<file path="config.mk">
export PLATFORM = sky130hd
export DESIGN_NAME = debug_unit_flat
export DESIGN_NICKNAME = d
export VERILOG_FILES = /design/src/rtl/debug_pkg.sv /design/src/rtl/debug_unit_if.sv /design/src/rtl/debug_word_tx.sv /design/src/rtl/debug_unit.sv /design/src/flat_wrapper.sv
export SDC_FILE = /design/constraint.sdc
export NUM_CORES = 1
export LEC_CHECK = 0
export CAP_MARGIN = 20
export CORE_ASPECT_RATIO = 0.6
export CORE_UTILIZATION = 54
export DETAILED_ROUTE_END_ITERATION = 7
export PLACE_DENSITY = 0.86
export SETUP_SLACK_MARGIN = 0.02
export SYNTH_ARGS = -nofsm -noshare
export SYNTH_HDL_FRONTEND = slang
export SYNTH_SLANG_ARGS = --single-unit
</file>
<file path="constraint.sdc">
create_clock -name i_clock -period 4.5 [get_ports i_clock]
set_clock_uncertainty 0.05 [all_clocks]
set_input_delay 0.9 -clock i_clock [delete_from_list [all_inputs] [get_ports i_clock]]
set_output_delay 0.9 -clock i_clock [all_outputs]
set_load 0.1 [all_outputs]
</file>
<file path="src/rtl/debug_pkg.sv">
`default_nettype none
// +----------------------------------------------------------------------------+
// | Module      : debug_pkg                                                    |
// | Description : Shared definitions for the host-side debug controller:       |
// |               command byte codes, controller state encoding, dump word     |
// |               index bounds and small elaboration-time helpers.             |
// | Revision    : 1.0 - initial release                                        |
// +----------------------------------------------------------------------------+
package debug_pkg;

  // Host command bytes (ASCII 'c', 's', 'r').
  localparam logic [7:0] CMD_RUN  = 8'h63;
  localparam logic [7:0] CMD_STEP = 8'h73;
  localparam logic [7:0] CMD_PRST = 8'h72;

  typedef enum logic [2:0] {
    ST_IDLE = 3'd0,
    ST_RUN  = 3'd1,
    ST_STEP = 3'd2,
    ST_PRST = 3'd3,
    ST_LOAD = 3'd4,
    ST_CAPT = 3'd5,
    ST_SEND = 3'd6
  } state_t;

  // Dump word index layout: PC, cycle count, register file, data memory.
  localparam int WIDX_PC   = 0;
  localparam int WIDX_CNT  = 1;
  localparam int WIDX_REG0 = 2;

  // First data-memory word index depends on the register file depth.
  function automatic int widx_mem0(input int regfile_depth);
    return WIDX_REG0 + regfile_depth;
  endfunction

  // Ceiling log2, never less than one bit.
  function automatic int clogb2(input int value);
    int v;
    int r;
    v = value - 1;
    r = 0;
    while (v > 0) begin
      v = v >> 1;
      r = r + 1;
    end
    return (r == 0) ? 1 : r;
  endfunction

endpackage
`default_nettype wire

</file>
<file path="src/rtl/debug_unit_if.sv">
`default_nettype none
// +----------------------------------------------------------------------------+
// | Module      : debug_unit_if                                                |
// | Description : Byte transmit handshake between the debug controller and     |
// |               the UART byte layer. A byte moves in any cycle where both    |
// |               o_tx_valid and i_tx_ready are high.                          |
// | Ports       : o_tx_data  - byte to transmit (driven by master)             |
// |               o_tx_valid - o_tx_data is valid (driven by master)           |
// |               i_tx_ready - transmitter accepts the byte (driven by slave)  |
// | Revision    : 1.0 - initial release                                        |
// +----------------------------------------------------------------------------+
interface debug_unit_if #(
  parameter int NB_BYTE = 8
);
  logic [NB_BYTE-1:0] o_tx_data;
  logic               o_tx_valid;
  logic               i_tx_ready;

  modport master (
    output o_tx_data,
    output o_tx_valid,
    input  i_tx_ready
  );

  modport slave (
    input  o_tx_data,
    input  o_tx_valid,
    output i_tx_ready
  );
endinterface
`default_nettype wire

</file>
<file path="src/rtl/debug_word_tx.sv">
`default_nettype none
// +----------------------------------------------------------------------------+
// | Module      : debug_word_tx                                                |
// | Description : Loads one word and sends it as bytes, most significant byte  |
// |               first, over a valid/ready handshake. Data and valid come     |
// |               straight from registers so they hold while stalled.          |
// | Ports       : i_clock, i_reset - clock, synchronous active-high reset      |
// |               i_load, i_word   - load a new word (only while idle)         |
// |               tx_if            - transmit handshake (master side)          |
// |               o_done           - pulse with the final byte transfer        |
// | Revision    : 1.0 - initial release                                        |
// +----------------------------------------------------------------------------+
module debug_word_tx
  import debug_pkg::*;
#(
  parameter int NB_WORD = 32,
  parameter int NB_BYTE = 8
) (
  input  wire logic               i_clock,
  input  wire logic               i_reset,
  input  wire logic               i_load,
  input  wire logic [NB_WORD-1:0] i_word,
  debug_unit_if.master            tx_if,
  output logic                    o_done
);

  localparam int c_N_BYTES = NB_WORD / NB_BYTE;
  localparam int c_NB_CNT  = clogb2(c_N_BYTES);
  localparam logic [c_NB_CNT-1:0] c_LAST_IDX = c_NB_CNT'(c_N_BYTES - 1);

  logic [NB_WORD-1:0]  shift_q;
  logic [c_NB_CNT-1:0] idx_q;
  logic                valid_q;
  logic                w_xfer;

  assign w_xfer           = valid_q && tx_if.i_tx_ready;
  assign o_done           = w_xfer && (idx_q == c_LAST_IDX);
  assign tx_if.o_tx_data  = shift_q[NB_WORD-1 -: NB_BYTE];
  assign tx_if.o_tx_valid = valid_q;

  always_ff @(posedge i_clock) begin
    if (i_reset) begin
      shift_q <= '0;
      idx_q   <= '0;
      valid_q <= 1'b0;
    end else if (i_load) begin
      shift_q <= i_word;
      idx_q   <= '0;
      valid_q <= 1'b1;
    end else if (w_xfer) begin
      // Next byte moves into the top slot that feeds o_tx_data.
      shift_q <= shift_q << NB_BYTE;
      idx_q   <= idx_q + 1'b1;
      if (idx_q == c_LAST_IDX) begin
        valid_q <= 1'b0;
      end
    end
  end

endmodule
`default_nettype wire

</file>
<file path="src/rtl/debug_unit.sv">
`default_nettype none
// +----------------------------------------------------------------------------+
// | Module      : debug_unit                                                   |
// | Description : Host-side debug controller for the MIPS pipeline. Decodes    |
// |               command bytes (run / step / pipeline reset), gates the       |
// |               pipeline enable, counts enabled cycles and, after a run or   |
// |               step, dumps PC, cycle count, register file and the first    |
// |               data-memory words as a big-endian byte stream.               |
// | Ports       : i_clock, i_reset          - clock, sync active-high reset    |
// |               i_rx_data, i_rx_valid     - received command byte            |
// |               tx_if                     - byte transmit handshake          |
// |               o_pipe_valid, o_pipe_reset- pipeline enable / reset          |
// |               i_halt, i_pc              - pipeline halt flag, fetch PC     |
// |               o_reg_addr, i_reg_data    - regfile debug port (1-cyc lat)   |
// |               o_dmem_addr, i_dmem_data  - dmem debug port (1-cyc lat)      |
// |               o_busy                    - controller not idle              |
// | Revision    : 1.0 - initial release                                        |
// +----------------------------------------------------------------------------+
module debug_unit
  import debug_pkg::*;
#(
  parameter int NB_REG        = 32,
  parameter int NB_REG_ADDR   = 5,
  parameter int REGFILE_DEPTH = 32,
  parameter int N_DMEM_WORDS  = 32,
  parameter int NB_DMEM_ADDR  = clogb2(N_DMEM_WORDS),
  parameter int NB_BYTE       = 8
) (
  input  wire logic                    i_clock,
  input  wire logic                    i_reset,
  input  wire logic [NB_BYTE-1:0]      i_rx_data,
  input  wire logic                    i_rx_valid,
  debug_unit_if.master                 tx_if,
  output logic                         o_pipe_valid,
  output logic                         o_pipe_reset,
  input  wire logic                    i_halt,
  input  wire logic [NB_REG-1:0]       i_pc,
  output logic [NB_REG_ADDR-1:0]       o_reg_addr,
  input  wire logic [NB_REG-1:0]       i_reg_data,
  output logic [NB_DMEM_ADDR-1:0]      o_dmem_addr,
  input  wire logic [NB_REG-1:0]       i_dmem_data,
  output logic                         o_busy
);

  localparam int c_WIDX_LAST_INT = WIDX_REG0 + REGFILE_DEPTH + N_DMEM_WORDS - 1;
  localparam int NB_WIDX         = clogb2(c_WIDX_LAST_INT + 2);

  localparam logic [NB_WIDX-1:0] c_WIDX_PC   = NB_WIDX'(WIDX_PC);
  localparam logic [NB_WIDX-1:0] c_WIDX_CNT  = NB_WIDX'(WIDX_CNT);
  localparam logic [NB_WIDX-1:0] c_WIDX_REG0 = NB_WIDX'(WIDX_REG0);
  localparam logic [NB_WIDX-1:0] c_WIDX_MEM0 = NB_WIDX'(widx_mem0(REGFILE_DEPTH));
  localparam logic [NB_WIDX-1:0] c_WIDX_LAST = NB_WIDX'(c_WIDX_LAST_INT);

  state_t                  state_q;
  logic [NB_WIDX-1:0]      widx_q;
  logic [NB_REG_ADDR-1:0]  reg_addr_q;
  logic [NB_DMEM_ADDR-1:0] dmem_addr_q;
  logic [NB_REG-1:0]       cnt_q;
  logic [NB_REG-1:0]       cnt_d;

  logic [NB_WIDX-1:0]      w_widx_inc;
  logic [NB_REG-1:0]       w_word;
  logic                    w_load;
  logic                    w_word_done;

  // --------------------------------------------------------------------------
  // Pipeline control and status
  // --------------------------------------------------------------------------
  assign o_pipe_valid = ((state_q == ST_RUN) || (state_q == ST_STEP)) && !i_halt;
  assign o_pipe_reset = i_reset || (state_q == ST_PRST);
  assign o_busy       = (state_q != ST_IDLE);
  assign o_reg_addr   = reg_addr_q;
  assign o_dmem_addr  = dmem_addr_q;

  // --------------------------------------------------------------------------
  // Enabled-cycle counter, saturating
  // --------------------------------------------------------------------------
  always_comb begin
    cnt_d = cnt_q;
    if (state_q == ST_PRST) begin
      cnt_d = '0;
    end else if (o_pipe_valid && (cnt_q != '1)) begin
      cnt_d = cnt_q + 1'b1;
    end
  end

  always_ff @(posedge i_clock) begin
    if (i_reset) begin
      cnt_q <= '0;
    end else begin
      cnt_q <= cnt_d;
    end
  end

  // --------------------------------------------------------------------------
  // Dump word selection; sampled by the serializer in CAPT
  // --------------------------------------------------------------------------
  assign w_widx_inc = widx_q + 1'b1;
  assign w_load     = (state_q == ST_CAPT);

  always_comb begin
    w_word = i_dmem_data;
    if (widx_q == c_WIDX_PC) begin
      w_word = i_pc;
    end else if (widx_q == c_WIDX_CNT) begin
      w_word = cnt_q;
    end else if (widx_q < c_WIDX_MEM0) begin
      w_word = i_reg_data;
    end
  end

  // --------------------------------------------------------------------------
  // Controller FSM and read-address sequencing.
  // The read address for word w+1 is registered while capturing word w, so it
  // is already on the port during the following LOAD cycle and the 1-cycle
  // read data is ready in CAPT. Only the address of the active region moves.
  // --------------------------------------------------------------------------
  always_ff @(posedge i_clock) begin
    if (i_reset) begin
      state_q     <= ST_IDLE;
      widx_q      <= '0;
      reg_addr_q  <= '0;
      dmem_addr_q <= '0;
    end else begin
      case (state_q)
        ST_IDLE: begin
          if (i_rx_valid) begin
            case (i_rx_data)
              CMD_RUN:  state_q <= ST_RUN;
              CMD_STEP: state_q <= ST_STEP;
              CMD_PRST: state_q <= ST_PRST;
              default:  state_q <= ST_IDLE;
            endcase
          end
        end
        ST_RUN: begin
          if (i_halt) begin
            state_q <= ST_LOAD;
            widx_q  <= '0;
          end
        end
        ST_STEP: begin
          state_q <= ST_LOAD;
          widx_q  <= '0;
        end
        ST_PRST: begin
          state_q <= ST_IDLE;
        end
        ST_LOAD: begin
          state_q <= ST_CAPT;
        end
        ST_CAPT: begin
          state_q <= ST_SEND;
          if ((w_widx_inc >= c_WIDX_REG0) && (w_widx_inc < c_WIDX_MEM0)) begin
            reg_addr_q <= NB_REG_ADDR'(w_widx_inc - c_WIDX_REG0);
          end else if ((w_widx_inc >= c_WIDX_MEM0) && (widx_q != c_WIDX_LAST)) begin
            dmem_addr_q <= NB_DMEM_ADDR'(w_widx_inc - c_WIDX_MEM0);
          end
        end
        ST_SEND: begin
          if (w_word_done) begin
            if (widx_q == c_WIDX_LAST) begin
              state_q <= ST_IDLE;
              widx_q  <= '0;
            end else begin
              state_q <= ST_LOAD;
              widx_q  <= w_widx_inc;
            end
          end
        end
        default: begin
          state_q <= ST_IDLE;
        end
      endcase
    end
  end

  // --------------------------------------------------------------------------
  // Word serializer
  // --------------------------------------------------------------------------
  debug_word_tx #(
    .NB_WORD (NB_REG),
    .NB_BYTE (NB_BYTE)
  ) u_word_tx (
    .i_clock (i_clock),
    .i_reset (i_reset),
    .i_load  (w_load),
    .i_word  (w_word),
    .tx_if   (tx_if),
    .o_done  (w_word_done)
  );

endmodule
`default_nettype wire

</file>
<file path="src/flat_wrapper.sv">
// flat-port wrapper written by rule: the top's interface ports become plain ports
module debug_unit_flat import debug_pkg::*;
#(
  parameter int NB_REG        = 32,
  parameter int NB_REG_ADDR   = 5,
  parameter int REGFILE_DEPTH = 32,
  parameter int N_DMEM_WORDS  = 32,
  parameter int NB_DMEM_ADDR  = clogb2(N_DMEM_WORDS),
  parameter int NB_BYTE       = 8
)
  (i_clock, i_reset, i_rx_data, i_rx_valid, o_pipe_valid, o_pipe_reset, i_halt, i_pc, o_reg_addr, i_reg_data, o_dmem_addr, i_dmem_data, o_busy, tx_if_o_tx_data, tx_if_o_tx_valid, tx_if_i_tx_ready);
  debug_unit_if #(.NB_BYTE(NB_BYTE)) tx_if_i ();
  input  wire logic i_clock;
  input  wire logic i_reset;
  input  wire logic [NB_BYTE-1:0] i_rx_data;
  input  wire logic i_rx_valid;
  output logic o_pipe_valid;
  output logic o_pipe_reset;
  input  wire logic i_halt;
  input  wire logic [NB_REG-1:0] i_pc;
  output logic [NB_REG_ADDR-1:0] o_reg_addr;
  input  wire logic [NB_REG-1:0] i_reg_data;
  output logic [NB_DMEM_ADDR-1:0] o_dmem_addr;
  input  wire logic [NB_REG-1:0] i_dmem_data;
  output logic o_busy;
  output wire logic [$bits(tx_if_i.o_tx_data)-1:0] tx_if_o_tx_data;
  output wire logic [$bits(tx_if_i.o_tx_valid)-1:0] tx_if_o_tx_valid;
  input wire logic [$bits(tx_if_i.i_tx_ready)-1:0] tx_if_i_tx_ready;
  assign tx_if_o_tx_data = tx_if_i.o_tx_data;
  assign tx_if_o_tx_valid = tx_if_i.o_tx_valid;
  assign tx_if_i.i_tx_ready = tx_if_i_tx_ready;
  debug_unit #(.NB_REG(NB_REG), .NB_REG_ADDR(NB_REG_ADDR), .REGFILE_DEPTH(REGFILE_DEPTH), .N_DMEM_WORDS(N_DMEM_WORDS), .NB_DMEM_ADDR(NB_DMEM_ADDR), .NB_BYTE(NB_BYTE)) u_core (.i_clock(i_clock), .i_reset(i_reset), .i_rx_data(i_rx_data), .i_rx_valid(i_rx_valid), .tx_if(tx_if_i), .o_pipe_valid(o_pipe_valid), .o_pipe_reset(o_pipe_reset), .i_halt(i_halt), .i_pc(i_pc), .o_reg_addr(o_reg_addr), .i_reg_data(i_reg_data), .o_dmem_addr(o_dmem_addr), .i_dmem_data(i_dmem_data), .o_busy(o_busy));
endmodule
</file>
== Word level (Yosys, flattened, before mapping) ==
Index checks and enable logic that the tools add are counted.
Word-level totals
  flip-flop bits (word level): 87
  input port bits: 109
  word-level logic and storage cells: 75
Operators by class
  add/subtract/negate cells: 5
  magnitude comparators: 4
  equal/unequal tests: 17
  multiplexer cells: 18
  bitwise operators: 1
  reductions and logical operators: 22
Operators with widths (number)
  2-to-1 mux 32 bit: 5
  adder 32 x 1 -> 32 bit (second input constant): 1
  != test 32 bit (second input constant): 1
  == test 8 x 7 -> 1 bit (second input constant): 3
  2-to-1 mux 7 bit: 3
  one-hot mux 7 bit (3 select lines): 1
  one-hot mux 3 bit (6 select lines): 1
  less-than comparator 7 x 6 -> 1 bit (second input constant): 2
  2-to-1 mux 3 bit: 4
  subtractor 5 x 2 -> 5 bit (second input constant): 2
  == test 3 bit (second input constant): 3
  AND reduction 3 bit: 3
  adder 7 x 1 -> 7 bit (second input constant): 1
  == test 7 x 1 -> 1 bit (second input constant): 1
  == test 7 bit (second input constant): 1
  >= comparator 7 x 2 -> 1 bit (second input constant): 1
  >= comparator 7 x 6 -> 1 bit (second input constant): 1
  logical NOT 7 bit: 1
  != test 7 bit (second input constant): 1
  == test 3 x 2 -> 1 bit (second input constant): 2
  logical AND 1 bit: 6
  != test 2 bit (second input constant): 3
  one-hot mux 2 bit (3 select lines): 1
  nonzero test 3 bit: 2
  11 further kinds: 17

== Longest topological paths before layout ==
Gate-level depths: netlist (run 1).
  word-level depth: 5
  mapped depth: 9
  gate-level depth less buffers: 7

== Cells and area by module ==
A second synthesis (run 1) with hierarchy kept.
Unflattened totals
  cell total of the unflattened synthesis: 704
  area, all modules: 5943.2 µm²
By module, submodules not included
  debug_unit: times used 1, cells an instance 511, area each 4070.2 µm², seq. area each 1041.0 µm²
  debug_word_tx: times used 1, cells an instance 193, area each 1873.0 µm², seq. area each 700.7 µm²

== Least setup slack after synthesis (run 1) ==
No wires, ideal clock.
  path type: input -> register
  start point: input i_halt
  end point: register u_core.cnt_q[2]
  library setup time: 0.070 ns
  data arrival time: 3.513 ns
  path slack: 0.866 ns
  stages: 7
  cells stage by stage: or2_1 > buf_2 > nor2_1 > o31ai_1 > clkbuf_1 > or3_1 > a21oi_1
On the way
  longest elaborated chain between the ends: 3
Ends and longest elaborated chain
  start: declaration: RTL line flat_wrapper.sv:19  | input wire logic i_halt;
  logical NOT 1 bit: RTL line debug_unit.sv:69  | assign o_pipe_valid = ((state_q == ST_RUN) || (state_q == ST_STEP)) && !i_halt;
  logical AND 1 bit: RTL line debug_unit.sv:69
  via o_pipe_valid: RTL line flat_wrapper.sv:17  | output logic o_pipe_valid;
  logical AND 1 bit: RTL line debug_unit.sv:82  | end else if (o_pipe_valid && (cnt_q != '1)) begin
  end signal: assignment: RTL line debug_unit.sv:91  | cnt_q <= cnt_d;
  end: declaration: RTL line debug_unit.sv:58  | logic [NB_REG-1:0] cnt_q;
The timed path passes the listed nets, and every way through them passes these cells.
A chain may end at the register's enable or synchronous reset.

== Final worst setup path (run 1) ==
  start point: register u_core.u_word_tx.valid_q, in the netlist u_core.u_word_tx.tx_if.o_tx_valid
  end point: output tx_if_o_tx_valid
RTL lines
  start: declaration: RTL line debug_word_tx.sv:33  | logic valid_q;
  start signal: assignment: RTL line debug_word_tx.sv:45  | valid_q <= 1'b0;
  start signal: assignment: RTL line debug_word_tx.sv:49  | valid_q <= 1'b1;
  start signal: assignment: RTL line debug_word_tx.sv:55  | valid_q <= 1'b0;
  end: declaration: RTL line flat_wrapper.sv:27  | output wire logic [$bits(tx_if_i.o_tx_valid)-1:0] tx_if_o_tx_valid;
No word-level cell between the ends.

==> results of run 1 <==
## placed cells by master (no fill, tap or decap), drive strengths merged, types with 22 or more instances in the layout
| cell type | n |
|---|---|
| dfxtp | 87 |
| a211o | 24 |
| mux2i | 41 |
| nor2 | 53 |
| clkdlybuf4s50 | 127 |
| a21oi | 70 |
| o21ai | 22 |
| a211oi | 49 |
| nand2 | 26 |
| and3 | 22 |
## worst reg2reg max path, delay by kind of cell, from the launching register on
kind            cells  cell delay [ns]
compound gates      3             1.24
buf+inv             1             0.39
flops               1             0.38
mux                 1             0.13
simple gates        1             0.58
## cells by family after synthesis
kind of cell	Yosys count	share of synthesized area, %
AOI/OAI and AO/OA	205	27.4
xor gates and xnor gates	11	1.77
adders and majority gates	7	1.61
buffers and inverters	70	6.61
DFF	87	31.9
muxes	44	8.14
and+or+nand+nor	223	22.6
## sequential cells by signal (all words and copies together) (netlist names)
name                               count
u_core.u_word_tx.idx_q                 2
u_core.cnt_q                          32
u_core.state_q                         3
u_core.u_word_tx.shift_q              32
u_core.o_reg_addr                      5
u_core.u_word_tx.tx_if.o_tx_valid      1
u_core.widx_q                          7
u_core.o_dmem_addr                     5
## final cells by class
cell class | instances | area, µm² | share of cell area, %
Clock inverter | 7 | 103 | 1.47
Inverter | 10 | 37.5 | 0.538
Multi-Input combinational cell | 490 | 3350 | 48.1
Clock buffer | 9 | 225 | 3.23
Sequential cell | 87 | 1740 | 25.0
Tap cell | 130 | 163 | 2.33
Timing Repair Buffer | 139 | 1350 | 19.4
## path summary, 6_finish.rpt
check                                         start                            to  cells past startpoint
setup / recovery  u_core.u_word_tx.tx_if.o_tx_valid              tx_if_o_tx_valid                      1
hold / removal                 u_core.o_reg_addr[0]          u_core.o_reg_addr[0]                      2
setup reg to reg                   u_core.widx_q[1]  u_core.u_word_tx.shift_q[26]                      6
hold reg to reg                u_core.o_reg_addr[0]          u_core.o_reg_addr[0]                      2
## metal layers
metal	vias up	part of all wire, %	wire length (µm)
met5	-	0	0
met4	0	2.3	376
met3	36	11	1890
met2	350	42	7020
met1	2570	44	7260
li1	2599	-	-
## report_power, final
group	switching [mW]	internal, mW
Clock	0.335	0.492
Combinational	0.0553	0.0963
Sequential	0.00109	0.770
==> run summary, run 1 <==
The width of the die is 132 µm. The number of buffers inserted during clock tree synthesis came out at 9. The total number of H-tree levels came out at 3. The number of gates given a new drive strength after cts is 0. The most crowded layer after global routing is met2. The post-synth net total came out at 763. The synthesized netlist contains 57 unique library cells. In the post-synthesis netlist, the cell with the most instances is sky130_fd_sc_hd__dfxtp_1. The routed layout has 5,555 vias. Cells with a size suffix above 1 make up 8.49% of the layout. The routed length per placed instance is 19.0 µm.

The clock transition time at the flip-flop clock pins of the worst setup and hold paths is 0.07 ns. The final hold violation count came out at 0. The start-to-end type of the worst setup path is flop to primary output.

The worst setup path is launched from a flop. The area growth from synthesis to final layout came out at 27.9%. The HPWL after detailed placement is 12.3 mm.

Timing analysis after detailed placement gives a worst setup slack of 1.20 ns. In this run the tightest slew margin relative to its limit is 32.7%. The largest total area in the synthesized netlist belongs to sky130_fd_sc_hd__dfxtp_1.

The number of enable flip-flop cells after synthesis came out at 0. The number of DRC markers in iteration 0 is 675. The leftover overflow at the end of global routing came out at 0.

STA classifies the critical path endpoint as a primary output. The total of endpoints with negative setup slack in the final report came out at 0. The design draws 1.75 mW.

The aggregate routed wire length is 16.5 mm. The post-route setup TNS is 0 ns. The fraction of the cycle the final worst path needs is 72.5%. Derived from the worst setup path, the maximum achievable clock frequency is 307 MHz. The tightest min-delay check is of the flop to flop type. Hold repair after CTS inserted 0 buffers. The total inserted antenna cells is 0.

Sorting the synthesized cells by area gives the leading types as sky130_fd_sc_hd__dfxtp_1, sky130_fd_sc_hd__mux2i_1, sky130_fd_sc_hd__a21oi_1, sky130_fd_sc_hd__a211oi_2, sky130_fd_sc_hd__a211o_1. The global routing met2 resource utilization is 50.3%. The tightest hold margin came out at 0.429 ns. The count of clock tree sinks is 87.

The pin count of the biggest net entering global routing came out at 65. TritonCTS built the clock tree. The filler cells instantiated in the layout total 703. The commonest cells after synthesis are sky130_fd_sc_hd__dfxtp_1, sky130_fd_sc_hd__a21oi_1, sky130_fd_sc_hd__nor2_1. The global-route track usage on met3 is 7.24%. The flow ran to the end, and the final reports show no timing, DRC or antenna violations. For this run, asynchronously set or reset flops after synthesis account for 0%. The floorplan die area is 10,500 µm². The smallest clock period supported by the final layout is computed as 3.26 ns.

The number of max-slew violations in the final report came to 0. The first-pass GRT wire length is 26.1 mm. In the global route stage, overall resource usage came out at 32.0%.

The most used flip-flop cell after synthesis is sky130_fd_sc_hd__dfxtp_1. The number of warnings printed during yosys synthesis is 0. The final net count came out at 853. The number of synthesized register bits is 87. The final weighted congestion in routability-driven placement is 0.952. For the pin with the worst max-slew slack, the measured transition is 1.01 ns. The cell at the slowest stage of the critical path is sky130_fd_sc_hd__clkdlybuf4s50_1. Max-cap violations in this run came to 0. The area of all placed cells without fillers came out at 6980 µm².

STA puts the critical path data required time at 3.55 ns. The largest fanout of any net on the critical path came out at 23. The top cell type's share of synthesized area came out at 31.9%. In the global route stage, met1 resource usage came out at 43.0%.

For this run, the share of the core covered by cells in the final layout is 73.5%. The core region is 9490 µm². Data on the critical path arrives at its endpoint at 2.31 ns.

The final routed DRC violation total came out at 0. The effective utilization at floorplan came out at 57.5%. VDD sags by at most 0.000194 V. The clock insertion delay at the later pin of the skew report came out at 0.35 ns. The cell family with the largest share of critical-path delay is buffers and inverters.

The die outline height is 79.8 µm. In this run the power density over the cells is 251 nW/µm². The via-per-instance ratio came out at 6.37. The number of routed nets with antenna violations is 0.

The initial antenna violation count is 0. The clock tree root driver cell is sky130_fd_sc_hd__clkbuf_16. The detailed-router iteration count before antenna repair came out at 6.

The placed cell area is 6640 µm². The post-synthesis instance total is 647. The number of core rows came out at 27.

The number of buffer and inverter instances along the worst setup path is 1. The I/O pin count came out at 131. In this run the tool buffered the top-level ports with 130 buffer cells. The reg2reg setup slack came out at 1.65 ns. Once routing completed, OpenROAD measured the worst setup slack at 1.24 ns.

The post-synthesis instance area came out at 5450 µm². The maximum single-stage delay on the critical path came out at 1.25 ns. The via count of the first global-routing pass came out at 5,126. The static leakage power is 2.66 nW. The total placed cells including tap cells is 854. The signal on the critical path passes through clkdlybuf4s50_1. The sequential cell area fraction in the yosys report is 31.9%.

Setup repair after global routing left no endpoint under its margin. The number of setup buffers added after CTS is 0. The finished layout holds 872 standard cells, fillers aside. The buffer depth of the longest clock path is 2. The mean instance size in the synthesized netlist is 8.43 µm².
Note: power is estimated with default switching activity, not from simulation.
==> run 2: changes to the inputs <==
--- a/config.mk
+++ b/config.mk
@@ -7,9 +7,9 @@
 export LEC_CHECK = 0
 export CAP_MARGIN = 20
 export CORE_ASPECT_RATIO = 0.6
-export CORE_UTILIZATION = 54
+export CORE_UTILIZATION = 51
 export DETAILED_ROUTE_END_ITERATION = 7
-export PLACE_DENSITY = 0.86
+export PLACE_DENSITY = 0.82
 export SETUP_SLACK_MARGIN = 0.02
 export SYNTH_ARGS = -nofsm -noshare
 export SYNTH_HDL_FRONTEND = slang
==> constraint.sdc (replaced) <==
create_clock -name i_clock -period 3.2 [get_ports i_clock]
set_clock_uncertainty 0.05 [all_clocks]
set_input_delay 0.64 -clock i_clock [delete_from_list [all_inputs] [get_ports i_clock]]
set_output_delay 0.64 -clock i_clock [all_outputs]
set_load 0.1 [all_outputs]
==> run 2 against run 1 <==
Compared with the run above: critical path depth grew 5; highest routed layer unchanged; final area shrank 0.50%; critical path type is now primary input to flop; setup slack lost 0.70 ns; flip-flop and latch count is the same; first-iteration DRC count shrank 12%; clock power grew 21%; hold slack gained 0.0074 ns; register-to-register slack lost 1.1 ns; clock-buffer cell count grew 2; combinational power grew 43%; sequential power grew 40%; power grew 31%.
==> run summary, run 2 (synthesis results as in run 1) <==
The run finished with clean final reports. The met1 layer usage reported by global route came to 42.5% (-0.50 points). The final hold violation count is 0 (unchanged). The HPWL after detailed placement is 12.1 mm (-1.2%). Counting I/O delays and the setup requirement, the final critical path takes 2.66 ns. The die outline height came to 82.1 µm (+2.8%). After global routing, the most crowded layer is met2. The tightest hold margin is 0.436 ns (+0.00738 ns). The worst slew margin relative to its limit is 44.6% (+12 points).

The maximum single-stage delay on the critical path is 0.50 ns (-0.75 ns). The static leakage power came out at 2.71 nW (+1.6%). The cell depth of the worst min-delay path came out at 2 (unchanged). The detailed-router iteration count before antenna repair came to 6 (unchanged). The number of buffers inserted during clock tree synthesis is 9 (unchanged). The global routing met2 resource utilization is 45.7% (-4.6 points). The global-route track usage on met3 is 7.63% (+0.39 points). The total track usage came out at 30.5% (-1.5 points). The floorplan die area came out at 11,100 µm² (+5.8%).

The portion of total power attributed to the clock network is 43.4% (-3.9 points). The buffer depth of the longest clock path is 2 (unchanged). The total of endpoints with negative setup slack in the final report came out at 0 (unchanged). Leaving out fill and tap cells, the most frequent cell in the layout is sky130_fd_sc_hd__clkdlybuf4s50_1.

The via-per-instance ratio is 6.29 (-1.3%). The clock transition time at the flip-flop clock pins of the worst setup and hold paths came out at 0.06 ns (about the same). The leftover overflow at the end of global routing came out at 0 (unchanged).

The routed length per placed instance is 18.7 µm (-1.2%). The post-route total power came out at 2.30 mW (+31%). The minimum setup slack in the final design is 0.541 ns (-0.697 ns). The peak supply drop was 0.000272 V (+40%). The worst setup path is captured at a flop. The post-route core utilization is 68.6% (-4.9 points). Grouping stages by cell kind, the critical path spends the most delay in simple AND/OR/NAND/NOR gates. The via count of the first global-routing pass was 5,013 (-2.2%). The signal on the critical path passes through clkdlybuf4s50_1 > or2_1 > nor4_4 > o211ai_1 > or4_1 > a21oi_1. The reg2reg setup slack is 0.59 ns (-1.06 ns). The final weighted congestion in routability-driven placement came to 0.919 (-3.5%). The count of clock tree sinks is 87 (unchanged). The endpoint of the most critical register-to-register path is u_core.o_dmem_addr[4]. The count of maximum capacitance violations came out at 0 (unchanged).

The fraction of the cycle the final worst path needs is 83.1%. The transition time of the tightest slew-check pin is 0.824 ns (-0.183 ns). The critical path arrival is 2.89 ns (+0.58 ns). In this run the critical register-to-register path is launched from u_core.widx_q[0]. The worst hold path begins at u_core.o_dmem_addr[0]. The width of the die is 136 µm (+2.9%). The path with the worst hold slack has its endpoint at u_core.o_dmem_addr[0]. The power per unit of standard cell area is 331 nW/µm² (+32%). Setup repair after global routing left no endpoint under its margin.

The switching fraction of total power came out at 23.2% (+0.78 points). The initial antenna violation count is 0 (unchanged). The final net count is 857 (+0.47%). The pin count of the biggest net entering global routing is 65 (unchanged). The number of core rows is 28 (+3.7%). The number of buffers inserted for hold repair after clock tree synthesis is 0 (unchanged).

The setup path with the least slack is of type primary input to flop. In the final layout, the registers with the most flip-flops are u_core.cnt_q x32, u_core.u_word_tx.shift_q x32, u_core.widx_q x7. The path class of the lowest-slack min-delay path is flop to flop. The number of max-slew violations in the final report was 0 (unchanged). The final routed DRC violation total came to 0 (unchanged).

The startpoint class of the critical path is a primary input. The number of post-CTS setup repair buffers is 0 (unchanged). The worst slack at placement came out at 0.231 ns (-0.964 ns). The effective utilization at floorplan is 53.9% (-3.6 points). The number of routed nets with antenna violations is 0 (unchanged). The internal cell power came out at 1.77 mW (+30%). The cell depth of the worst flop-to-flop path is 6 (unchanged). The switching component of the power is 0.533 mW (+36%). The first-pass GRT wire length came out at 25.7 mm (-1.7%).

The count of port buffers added during placement came out at 130 (unchanged). The placeable core region is 10,100 µm² (+6.7%). The post-route setup TNS is 0 ns (unchanged). The sequential group share of total power came out at 47.1% (+3.0 points). The area growth from synthesis to final layout came out at 27.3%. The achievable frequency came out at 376 MHz. The number of gates given a new drive strength after cts came out at 0 (unchanged).

The cell sitting at the root of the clock tree is a sky130_fd_sc_hd__clkbuf_16. The total inserted antenna cells is 0 (unchanged). The clock insertion delay at the later pin of the skew report came out at 0.35 ns (about the same). The proportion of layout cells with a drive suffix above 1 is 11.7% (+3.2 points). TritonCTS built the clock tree. The power share of the combinational group came out at 9.5% (+0.8 points).

The largest individual stage delay along the critical path comes from the cell sky130_fd_sc_hd__or4_1. The aggregate routed wire length was 16.5 mm (-0.22%). The largest fanout of any net on the critical path came out at 12 (-48%).

The total number of H-tree levels is 3 (unchanged). The number of DRC markers in iteration 0 was 594 (-12%). The number of buffer and inverter instances along the worst setup path is 1 (unchanged).

In the layout the commonest cells are sky130_fd_sc_hd__clkdlybuf4s50_1, sky130_fd_sc_hd__dfxtp_1, sky130_fd_sc_hd__a21oi_1. The I/O pin count is 131 (unchanged). The worst path required time came to 3.43 ns (-0.12 ns). The routed via count came out at 5,539 (-0.29%).
run 2: changes by cell type in the layout (fill, tap and decap cells not counted), moves of 2 or more:
cell,delta
sky130_fd_sc_hd__buf_12,+2
sky130_fd_sc_hd__buf_4,+23
sky130_fd_sc_hd__bufinv_16,-2
sky130_fd_sc_hd__clkdlybuf4s50_1,-20
sky130_fd_sc_hd__clkinv_2,+2
sky130_fd_sc_hd__inv_6,-2
run 2: cell type report:
cell class / instances / area (µm²)
fill: 814 / 3180
tap: 135 / 169
clock buffer: 11 / 243
clock inverter: 5 / 33.8
sequential: 87 / 1740
multi-input combinational: 490 / 3360
timing repair buffer: 143 / 1360
inverter: 10 / 37.5
run 2: through the flow:
stage / cell area [µm²] / cells
detailed placement: 6670 / 865
CTS: 6940 / 881
global placement: 6660 / 864
global route: 6940 / 881
finish: 6940 / 881
floorplan: 5460 / 647
run 2: worst max path at each step:
stage	start	endpoint	depth (start not counted)
4_1_cts	i_halt	u_core.cnt_q[22]	6
5_1_grt	u_core.widx_q[0]	u_core.o_dmem_addr[4]	7
3_5_place_dp	i_halt	u_core.cnt_q[22]	6
6_report	i_halt	u_core.cnt_q[22]	6
3_3_place_gp	i_halt	u_core.cnt_q[22]	6
2_1_floorplan	u_core.state_q[0]	o_pipe_reset	6
run 2: per-layer routing:
layer,vias up,routed length (µm)
met4,0,423
li1,2611,-
met5,-,0
met3,41,1510
met1,2591,7550
met2,296,7020
run 2: power groups by stage:
stage / sequential, mW / clock, mW / combinational (mW)
final: 1.08 / 0.999 / 0.218
after global routing: 1.08 / 1.04 / 0.231
after CTS: 1.08 / 1.00 / 0.218
after detailed placement: 1.11 / 0 / 0.216
after global placement: 1.11 / 0 / 0.213
after floorplan: 1.11 / 0 / 0.0604
run 2: worst min-delay path, stage by stage, from the launching register on:
cell and delay, ns:
sky130_fd_sc_hd__dfxtp_1 0.31, sky130_fd_sc_hd__nand2b_1 0.06, sky130_fd_sc_hd__mux2i_1 0.06
==> run 3: changes to the inputs <==
==> constraint.sdc (replaced) <==
create_clock -name i_clock -period 2.6 [get_ports i_clock]
set_clock_uncertainty 0.05 [all_clocks]
set_input_delay 0.52 -clock i_clock [delete_from_list [all_inputs] [get_ports i_clock]]
set_output_delay 0.52 -clock i_clock [all_outputs]
set_load 0.1 [all_outputs]
==> run 3 against run 2 <==
Compared with the run above: register-to-register slack lost 0.36 ns; clock-buffer cell count did not move; via count grew 2.4%; power up 32%; setup slack got worse by 0.32 ns; first-iteration DRC count rose by 20%; sequential share of layout area down 0.85 points; final cell count increased by 2.4%; combinational power up 25%; routed wire length up 2.4%; clock power increased by 42%; non-clock buffer count grew 21; critical path type is now primary input to primary output; largest cell class unchanged.
==> run summary, run 3 (synthesis results as in run 1) <==
The routed via count came out at 5,672 (+2.4%). The HPWL after detailed placement is 12.6 mm (+3.5%). The count of clock tree sinks came out at 87 (unchanged). The via-per-instance ratio is 6.29 (about the same). The effective utilization at floorplan came to 53.9% (unchanged). The power per unit of standard cell area is 422 nW/µm² (+27%). The number of max-slew violations in the final report was 0 (unchanged). Setup repair after global routing left no endpoint under its margin.

The filler cell count is 748 (-8.1%). The start-to-end type of the worst setup path is primary input to primary output. The width of the die is 136 µm (unchanged). The number of DRC markers in iteration 0 came out at 714 (+20%). The clock transition time at the flip-flop clock pins of the worst setup and hold paths is 0.06 ns (about the same). The total inserted antenna cells came out at 0 (unchanged). Leaving out fill and tap cells, the most frequent cell in the layout is sky130_fd_sc_hd__clkdlybuf4s50_1.

The portion of total power attributed to the clock network is 46.9% (+3.5 points). The leftover overflow at the end of global routing came out at 0 (unchanged). The floorplan die area came to 11,100 µm² (unchanged). The first-pass GRT wire length is 26.2 mm (+1.9%).

The sequential group share of total power is 44.0% (-3.1 points). The final routed DRC violation total came out at 0 (unchanged). The fraction of the cycle the final worst path needs is 91.6%. The number of buffers inserted during clock tree synthesis is 9 (unchanged). In the layout the commonest cells are sky130_fd_sc_hd__clkdlybuf4s50_1, sky130_fd_sc_hd__dfxtp_1, sky130_fd_sc_hd__a21oi_1. The total number of H-tree levels was 3 (unchanged). The startpoint class of the critical path is a primary input. The routed length per placed instance came out at 18.7 µm (about the same). The final weighted congestion in routability-driven placement came out at 0.928 (+1.0%).

The placed cell area is 6860 µm² (+2.9%). The power share of the combinational group is 9.0% (-0.5 points). The area of all placed cells without fillers is 7190 µm² (+3.5%). The largest fanout of any net on the critical path came out at 5 (-7).

The count of port buffers added during placement was 130 (unchanged). The via count of the first global-routing pass came out at 5,109 (+1.9%). The worst hold path belongs to the class flop to flop. Based on the critical path, the design can be clocked at up to 420 MHz. The minimum setup slack in the final design came to 0.219 ns (-0.322 ns). The buffer depth of the longest clock path is 2 (unchanged).

The die outline height is 82.1 µm (unchanged). The clock tree root driver cell is sky130_fd_sc_hd__clkbuf_16. The critical path arrival came out at 1.81 ns (-1.08 ns).

The worst path required time came out at 2.03 ns (-1.40 ns). The number of post-CTS setup repair buffers is 0 (unchanged). The final net count is 878 (+2.5%). The area growth from synthesis to layout is 31.8%.

The peak supply drop is 0.000405 V (+49%). The total track usage came to 30.8% (+0.31 points). The placeable core region came to 10,100 µm² (unchanged). The final hold violation count came out at 0 (unchanged). The number of core rows is 28 (unchanged).

The switching component of the power is 0.654 mW (+23%). The post-route total power is 3.03 mW (+32%). In the final layout, the registers with the most flip-flops are u_core.cnt_q x32, u_core.u_word_tx.shift_q x32, u_core.widx_q x7. The post-route core utilization came to 71.0% (+2.4 points). The worst slack at placement came to -0.0963 ns (-0.327 ns). The CTS tree is done. The worst setup path is captured at a primary output.

The aggregate routed wire length came out at 16.9 mm (+2.4%). The number of routed nets with antenna violations is 0 (unchanged). The clock insertion delay at the later pin of the skew report is 0.34 ns (about the same). The proportion of layout cells with a drive suffix above 1 is 14.2% (+2.5 points). The worst path needs 2.38 ns of the cycle, external delays included. The pin count of the biggest net entering global routing came out at 65 (unchanged). The total of endpoints with negative setup slack in the final report is 0 (unchanged). The run finished with clean final reports. The number of buffers inserted for hold repair after clock tree synthesis came out at 0 (unchanged). The detailed-router iteration count before antenna repair came out at 5 (-1). The switching fraction of total power came out at 21.6% (-1.6 points). The static leakage power came to 2.85 nW (+5.3%).

The number of gates given a new drive strength after cts is 1 (+1). The worst slew margin relative to its limit came out at 40.4% (-4.2 points). The internal cell power is 2.38 mW (+34%). The count of maximum capacitance violations came out at 0 (unchanged). The I/O pin count came to 131 (unchanged). The initial antenna violation count is 0 (unchanged). The transition time of the tightest slew-check pin came out at 0.887 ns (+0.0627 ns).
run 3: cell count changes in the layout (fill, tap and decap cells not counted), sizes merged:
cell,delta
buf,+21
clkinvlp,-1
bufinv,+2
clkinv,-1
run 3: layout make-up:
cell class	instances	area (µm²)	area share, %
clock buffers	11	243	3.38
inverters	10	37.5	0.522
well taps	135	169	2.35
repair buffers	164	1550	21.5
clock inverters	5	81.3	1.13
multi-input cells	490	3370	46.9
flip-flops and latches	87	1740	24.2
run 3: per-layer routing:
layer	track usage [%]	up-vias	share of wire, %
met5	0	-	0
met4	9.89	0	2.1
met3	5.80	28	10
met2	47.3	326	43
met1	43.6	2674	45
li1	-	2644	-
run 3: final timing paths:
| kind | from | to | slack [ns] | cells after the start |
|---|---|---|---|---|
| worst min register to register | u_core.o_dmem_addr[2] | u_core.o_dmem_addr[2] | 0.43 | 2 |
| worst max-delay path | i_halt | o_pipe_valid | 0.22 | 5 |
| worst min-delay path | u_core.o_dmem_addr[2] | u_core.o_dmem_addr[2] | 0.43 | 2 |
| worst max register to register | u_core.widx_q[0] | u_core.o_reg_addr[3] | 0.23 | 7 |
run 3: metrics by stage:
stage	hold slack, ns	TNS, ns	std cells
floorplan	0.417	0	647
global placement	0.411	0	886
detailed placement	0.423	-0.570	886
CTS	0.433	0	902
global route	0.445	0	902
finish	0.435	0	902
run 3: worst max-delay path: stages:
cell and delay (ns):
sky130_fd_sc_hd__clkdlybuf4s50_1 0.43, sky130_fd_sc_hd__or2_1 0.33, sky130_fd_sc_hd__buf_4 0.19, sky130_fd_sc_hd__nor2_4 0.14, sky130_fd_sc_hd__buf_12 0.19
run 3: power by group through the flow:
stage               logic, mW  clock network, mW  registers [mW]
floorplan              0.0751                  0            1.36
global placement        0.267                  0            1.36
detailed placement      0.271                  0            1.36
CTS                     0.273               1.42            1.33
global route            0.289               1.48            1.33
finish                  0.273               1.42            1.33
